$ cat config.mk
export PLATFORM = sky130hd
export DESIGN_NAME = rf68000_ring_gateway
export DESIGN_NICKNAME = d
export VERILOG_FILES = /design/src/rtl/rf68000_ring_gateway.sv
export SDC_FILE = /design/constraint.sdc
export NUM_CORES = 1
export LEC_CHECK = 0
export ABC_CLOCK_PERIOD_IN_PS = 2900
export BUFFER_PORTS_ARGS = -buffer_cell sky130_fd_sc_hd__buf_2
export CAP_MARGIN = 20
export CORE_MARGIN = 2
export CORE_UTILIZATION = 40
export DETAILED_ROUTE_END_ITERATION = 7
export HOLD_SLACK_MARGIN = 0.03
export PLACE_DENSITY = 0.68
export SETUP_SLACK_MARGIN = 0.02
export SKIP_LAST_GASP = 1
export SLEW_MARGIN = 0
export SYNTH_ARGS = -nofsm -noshare
export SYNTH_HDL_FRONTEND = slang
export SYNTH_SLANG_ARGS = --single-unit
export TNS_END_PERCENT = 30
$ cat constraint.sdc
create_clock -name clk_i -period 2.9 [get_ports clk_i]
set_input_delay 0.435 -clock clk_i [delete_from_list [all_inputs] [get_ports clk_i]]
set_output_delay 0.435 -clock clk_i [all_outputs]
set_load 0.01 [all_outputs]
$ cat src/rtl/rf68000_ring_gateway.sv
// Ring-to-bus gateway: queues requests addressed to this node, runs them
// on the master bus and returns responses on the response ring.
package rf68000_ring_pkg;
    typedef enum logic [3:0] {
        PT_NONE, PT_READ, PT_AREAD, PT_WRITE,
        PT_ACK, PT_AACK, PT_ERR, PT_VPA, PT_RETRY
    } ptyp_t;

    typedef struct packed {
        logic [5:0]  sid;
        logic [5:0]  did;
        logic [5:0]  age;
        logic        ack;
        ptyp_t       typ;
        logic [3:0]  sel;
        logic [7:0]  asid;
        logic        mmus;
        logic        ios;
        logic        iops;
        logic [31:0] adr;
        logic [31:0] dat;
    } packet_t;
endpackage

module rf68000_ring_gateway
    import rf68000_ring_pkg::*;
#(
    parameter int NODE_ID   = 62,
    parameter int AGE_LIMIT = 32,
    parameter int TO_BITS   = 8
) (
    input  logic        clk_i,
    input  logic        rst_ni,
    input  packet_t     packet_i,
    output packet_t     packet_o,
    input  packet_t     rpacket_i,
    output packet_t     rpacket_o,
    output logic        m_cyc_o,
    output logic        m_stb_o,
    output logic        m_we_o,
    output logic [3:0]  m_sel_o,
    output logic [31:0] m_adr_o,
    output logic [31:0] m_dat_o,
    output logic [7:0]  m_asid_o,
    output logic [5:0]  m_core_o,
    output logic        m_mmus_o,
    output logic        m_ios_o,
    output logic        m_iops_o,
    input  logic        m_ack_i,
    input  logic        m_err_i,
    input  logic        m_vpa_i,
    input  logic [31:0] m_dat_i,
    output logic [2:0]  fifo_cnt_o,
    output logic [15:0] retry_cnt_o
);
    localparam logic [5:0] NID = 6'(NODE_ID);

    typedef enum logic [1:0] {IDLE, BUS, RESP} state_t;

    typedef struct packed {
        logic        cyc;
        logic        stb;
        logic        we;
        logic [3:0]  sel;
        logic [31:0] adr;
        logic [31:0] dat;
        logic [7:0]  asid;
        logic [5:0]  core;
        logic        mmus;
        logic        ios;
        logic        iops;
    } bus_t;

    state_t               state_q, state_d;
    bus_t                 bus_q, bus_d;
    packet_t              pkt_q, pkt_d, rpkt_q, rpkt_d;
    packet_t              rsp_q, rsp_d, req_q, req_d;
    packet_t              fifo_q [4];
    packet_t              fifo_d [4];
    logic                 rsp_valid_q, rsp_valid_d;
    logic [1:0]           rd_q, rd_d, wr_q, wr_d;
    logic [2:0]           cnt_q, cnt_d;
    logic [15:0]          retry_q, retry_d;
    logic [TO_BITS-1:0]   to_q, to_d;
    logic [1:0]           term_q, term_d;
    logic [31:0]          rdat_q, rdat_d;

    logic pop, push, full, emit, resp_load, match, is_req;

    always_comb begin
        state_d     = state_q;
        bus_d       = bus_q;
        req_d       = req_q;
        rsp_d       = rsp_q;
        rsp_valid_d = rsp_valid_q;
        fifo_d      = fifo_q;
        rd_d        = rd_q;
        wr_d        = wr_q;
        cnt_d       = cnt_q;
        retry_d     = retry_q;
        to_d        = to_q;
        term_d      = term_q;
        rdat_d      = rdat_q;
        pkt_d       = packet_i;
        rpkt_d      = rpacket_i;
        push        = 1'b0;

        full   = (cnt_q == 3'd4);
        pop    = (state_q == IDLE) && (cnt_q != 3'd0)
                 && !rsp_valid_q && !m_ack_i;
        emit   = rsp_valid_q && (rpacket_i.sid == 6'd0)
                 && (rpacket_i.did == 6'd0);
        resp_load = (state_q == RESP) && (!rsp_valid_q || emit);
        match  = (packet_i.did == NID);
        is_req = (packet_i.typ == PT_READ) || (packet_i.typ == PT_AREAD)
                 || (packet_i.typ == PT_WRITE);

        // response ring: strays die here, pending response fills a hole
        if (rpacket_i.did == NID) begin
            rpkt_d.sid = 6'd0;
            rpkt_d.did = 6'd0;
        end
        if (emit) begin
            rpkt_d      = rsp_q;
            rsp_valid_d = 1'b0;
        end

        unique case (state_q)
            IDLE: begin
                if (pop) begin
                    req_d      = fifo_q[rd_q];
                    rd_d       = rd_q + 2'd1;
                    to_d       = '0;
                    bus_d.cyc  = 1'b1;
                    bus_d.stb  = 1'b1;
                    bus_d.we   = (fifo_q[rd_q].typ == PT_WRITE);
                    bus_d.sel  = bus_d.we ? fifo_q[rd_q].sel : 4'hF;
                    bus_d.adr  = fifo_q[rd_q].adr;
                    bus_d.dat  = fifo_q[rd_q].dat;
                    bus_d.asid = fifo_q[rd_q].asid;
                    bus_d.core = fifo_q[rd_q].sid;
                    bus_d.mmus = fifo_q[rd_q].mmus;
                    bus_d.ios  = fifo_q[rd_q].ios;
                    bus_d.iops = fifo_q[rd_q].iops;
                    state_d    = BUS;
                end
            end
            BUS: begin
                if (m_ack_i || m_err_i || m_vpa_i || (&to_q)) begin
                    bus_d   = '0;
                    state_d = RESP;
                    if (m_ack_i) begin
                        term_d = 2'd0;
                        rdat_d = m_dat_i;
                    end else if (m_err_i) begin
                        term_d = 2'd1;
                    end else if (m_vpa_i) begin
                        term_d = 2'd2;
                    end else begin
                        term_d = 2'd1;
                    end
                end else begin
                    to_d = to_q + TO_BITS'(1);
                end
            end
            RESP: begin
                if (resp_load) begin
                    rsp_d      = '0;
                    rsp_d.sid  = NID;
                    rsp_d.did  = req_q.sid;
                    rsp_d.ack  = 1'b1;
                    rsp_d.adr  = req_q.adr;
                    rsp_d.asid = req_q.asid;
                    rsp_d.mmus = req_q.mmus;
                    rsp_d.ios  = req_q.ios;
                    rsp_d.iops = req_q.iops;
                    case (term_q)
                        2'd0: begin
                            rsp_d.typ = (req_q.typ == PT_AREAD) ? PT_AACK : PT_ACK;
                            rsp_d.dat = rdat_q;
                        end
                        2'd1:    rsp_d.typ = PT_ERR;
                        default: rsp_d.typ = PT_VPA;
                    endcase
                    rsp_valid_d = 1'b1;
                    state_d     = IDLE;
                end
            end
            default: state_d = IDLE;
        endcase

        // request ring
        if (match && is_req) begin
            if (!full || pop) begin
                push       = 1'b1;
                pkt_d.sid  = 6'd0;
                pkt_d.did  = 6'd0;
            end else if (int'(packet_i.age) >= AGE_LIMIT
                         && !rsp_valid_q && !resp_load) begin
                pkt_d.sid   = 6'd0;
                pkt_d.did   = 6'd0;
                rsp_d       = '0;
                rsp_d.sid   = NID;
                rsp_d.did   = packet_i.sid;
                rsp_d.ack   = 1'b1;
                rsp_d.typ   = PT_RETRY;
                rsp_d.adr   = packet_i.adr;
                rsp_d.asid  = packet_i.asid;
                rsp_valid_d = 1'b1;
                if (retry_q != 16'hFFFF) retry_d = retry_q + 16'd1;
            end else if (packet_i.age != 6'd63) begin
                pkt_d.age = packet_i.age + 6'd1;
            end
        end else if (match) begin
            pkt_d.sid = 6'd0;
            pkt_d.did = 6'd0;
        end

        if (push) begin
            fifo_d[wr_q] = packet_i;
            wr_d         = wr_q + 2'd1;
        end
        if (push && !pop)      cnt_d = cnt_q + 3'd1;
        else if (pop && !push) cnt_d = cnt_q - 3'd1;
    end

    always_ff @(posedge clk_i or negedge rst_ni) begin
        if (!rst_ni) begin
            state_q     <= IDLE;
            bus_q       <= '0;
            req_q       <= '0;
            rsp_q       <= '0;
            rsp_valid_q <= 1'b0;
            for (int i = 0; i < 4; i++) fifo_q[i] <= '0;
            rd_q        <= '0;
            wr_q        <= '0;
            cnt_q       <= '0;
            retry_q     <= '0;
            to_q        <= '0;
            term_q      <= '0;
            rdat_q      <= '0;
            pkt_q       <= '0;
            rpkt_q      <= '0;
        end else begin
            state_q     <= state_d;
            bus_q       <= bus_d;
            req_q       <= req_d;
            rsp_q       <= rsp_d;
            rsp_valid_q <= rsp_valid_d;
            fifo_q      <= fifo_d;
            rd_q        <= rd_d;
            wr_q        <= wr_d;
            cnt_q       <= cnt_d;
            retry_q     <= retry_d;
            to_q        <= to_d;
            term_q      <= term_d;
            rdat_q      <= rdat_d;
            pkt_q       <= pkt_d;
            rpkt_q      <= rpkt_d;
        end
    end

    assign packet_o    = pkt_q;
    assign rpacket_o   = rpkt_q;
    assign m_cyc_o     = bus_q.cyc;
    assign m_stb_o     = bus_q.stb;
    assign m_we_o      = bus_q.we;
    assign m_sel_o     = bus_q.sel;
    assign m_adr_o     = bus_q.adr;
    assign m_dat_o     = bus_q.dat;
    assign m_asid_o    = bus_q.asid;
    assign m_core_o    = bus_q.core;
    assign m_mmus_o    = bus_q.mmus;
    assign m_ios_o     = bus_q.ios;
    assign m_iops_o    = bus_q.iops;
    assign fifo_cnt_o  = cnt_q;
    assign retry_cnt_o = retry_q;
endmodule

==> results.json <==
{
  "syn-num-nets": 2751,
  "cts-root-buf": "clkbuf_16",
  "routed_wl_um": 94000,
  "core-area_sq_um": 84700,
  "grt_max_degree": 89,
  "cts.sinks": 870,
  "synth_compound_area_share_pct": 5.66,
  "top_layer_used": "met5",
  "final_hold_viol_count": 0,
  "ys_seq_area_share_pct": 63.9,
  "worst_setup_path_end_kind": "flip-flop",
  "synth_top_family_by_area": "multiplexers",
  "yosys.area.top_type_share_pct": 63.9,
  "synthToLayoutAreaGrowth_pct": 28.7,
  "ir_drop_mv": 0.539,
  "synth_mux_area_share_pct": 18.7,
  "synth_area_leaders": "dfrtp_1, mux2_2, mux4_2, nand2_1, a21o_1",
  "setup_viol": 0,
  "wire_per_inst_um": 20.9,
  "synth_cell_type_count": 50,
  "vias": 23100,
  "cts_tree": "yes",
  "row_count": 107,
  "die_y_um": 296,
  "worstPathArrival_ns": 3.11,
  "async_flop_share_pct": 100,
  "drtIter0Drc": 1416,
  "final_common_cell": "dfrtp_1",
  "insertion_delay_ns": 0.65,
  "grt_pass1_vias": 24600,
  "dpl.hpwl_um": 59200,
  "final_util_pct": 51.7,
  "period_minus_slack_ns": 2.59,
  "path_max_fanout": 47,
  "ios": 552,
  "gp_congestion": 0.793,
  "drtAntennaViolNets": 0,
  "power_density_nw_per_um2": 587,
  "clock_path_buffers": 3,
  "layout.cells.non_filler": 4507,
  "maxCapViolCount": 0,
  "vias_per_cell": 5.12,
  "crit_required_ns": 3.41,
  "clk_pin_slew_ns": 0.06,
  "synth_top_area_cell": "dfrtp_1",
  "synth_xor_xnor_area_share_pct": 0.617,
  "antenna_found_initial": 5,
  "fin_tns_setup_ns": 0,
  "grt.overflow.total": 0,
  "total_power_w": 0.0257,
  "synthAdderAreaFrac_pct": 0.389,
  "start_util_pct": 40.2,
  "path_class": "flip-flop to flip-flop",
  "setup.worst_path.start_class": "flip-flop",
  "ys.flop_type": "dfrtp_1",
  "routed-wl-met3_um": 5200,
  "synthCells": 2500,
  "slew_headroom_pct": 39.1,
  "synth_edf_count": 0,
  "slew_violations": 0,
  "drive_above_1_share_pct": 38.1,
  "post_dp_cell_area_sq_um": 38700,
  "min_period_over_period_pct": 89.4,
  "portBuffers": 551,
  "rsz0062_at_grt": "false",
  "cts_setup_buffers": 0,
  "outcome": "complete, no violations",
  "htreeDepth": 3,
  "clock_skew_ns": 0.0184,
  "yosys_warnings": 0,
  "cts-buffers-inserted": 93,
  "detail_route.drc_violations": 0,
  "synth-simple-area-share_pct": 8.76,
  "dieArea_sq_um": 87500,
  "final_cell_mix": "dfrtp_1, buf_2, nand2_1",
  "worst_slew_pin_slew_ns": 0.914,
  "p_leak_nw": 23.0,
  "final_area_sq_um": 43800,
  "synth_area_per_cell_sq_um": 13.6,
  "clock.fmax_mhz": 386,
  "wl_met2_um": 44900,
  "dieWidth_um": 296,
  "fin_nets": 3542,
  "dr.pass1.iters": 5,
  "ys_seq_elements": 870,
  "synthesis.area_sq_um": 34100,
  "worstHoldPathType": "input port to flip-flop",
  "placedCellCount": 4124,
  "track_usage_pct": 21.5,
  "wl_met1_um": 41000,
  "grt_pass1_wl_um": 145000
}
==> cell usage after synthesis, drive strengths merged (9+ instances only) <==
cell type / n
nand3: 48
xnor2: 9
nor4: 16
nor3: 13
nor2: 68
a22o: 43
a21o: 100
dfrtp: 870
nand2: 400
a21oi: 128
and2: 70
mux2: 385
and3: 18
ha: 9
mux4: 89
buf: 58
xor2: 15
clkbuf: 94
==> where the power goes <==
part	switching, W	internal, W
Sequential	0.000124	0.0124
Combinational	0.000855	0.000697
Clock	0.00493	0.00669
==> repair_timing <==
| item | 4_1_cts | 5_1_grt |
|---|---|---|
| resized for setup | 0 | 0 |
| endpoints found under the hold margin | 248 | 0 |
| hold buffers | 216 | 0 |
==> layer usage <==
metal	vias up	GRT usage (%)
met5	-	0
met2	690	35.0
met3	168	3.99
met4	8	7.43
li1	10300	-
met1	11900	29.0
==> cells by family after synthesis <==
logic type | count (synthesis)
XOR/XNOR | 24
buffers and inverters | 161
AND/OR/NAND/NOR | 667
AO/OA/AOI/OAI | 292
flip-flops | 870
multiplexers | 476
adder cells (fa/ha/maj) | 10
==> state kept, by name (all words and copies together) (netlist names), 2 cells and up <==
name and count:
fifo_q 356, packet_o 102, rpacket_o 102, rsp_q 102, req_q 53, m_adr_o 32, m_dat_o 32, rdat_q 32
retry_cnt_o 16, m_asid_o 8, to_q 8, m_core_o 6, m_sel_o 4, fifo_cnt_o 3, rd_q 2, state_q 2
term_q 2, wr_q 2
==> stage by stage <==
stage / hold slack, ns / setup WS, ns
after floorplan: 0.139 / 0.417
after global placement: 0.446 / 0.167
after detailed placement: 0.443 / 0.125
after CTS: 0.0445 / 0.312
after global routing: 0.0484 / 0.169
final: 0.0966 / 0.308
==> final cells by class <==
cell class / count / area [sq um]
Sequential cell: 870 / 21800
Clock buffer: 129 / 2650
Clock inverter: 37 / 349
Tap cell: 1144 / 1430
Timing Repair Buffer: 848 / 5880
Fill cell: 7070 / 40900
Inverter: 9 / 33.8
Multi-Input combinational cell: 1469 / 11700
Antenna cell: 1 / 2.50
==> worst paths after layout <==
check | start | end | slack [ns] | cells past startpoint
worst max-delay path | fifo_cnt_o[0] | rsp_q[52] | 0.31 | 5
worst min-delay path | m_dat_i[15] | rdat_q[15] | 0.1 | 2
worst max register to register | fifo_cnt_o[0] | rsp_q[52] | 0.31 | 5
worst min register to register | rsp_q[99] | rsp_q[99] | 0.47 | 1
max in group asynchronous | rst_ni | fifo_q[271] | 1.56 | 3
min in group asynchronous | rst_ni | rpacket_o[20] | 0.33 | 2
==> worst max-delay path, stage by stage, from the launching register on <==
cell	delay [ns]
dfrtp_1	0.45
or4b_1	0.57
or4_2	0.73
buf_4	0.34
nor2_1	0.20
a21oi_1	0.07
Power figures use the tool's default switching activity.
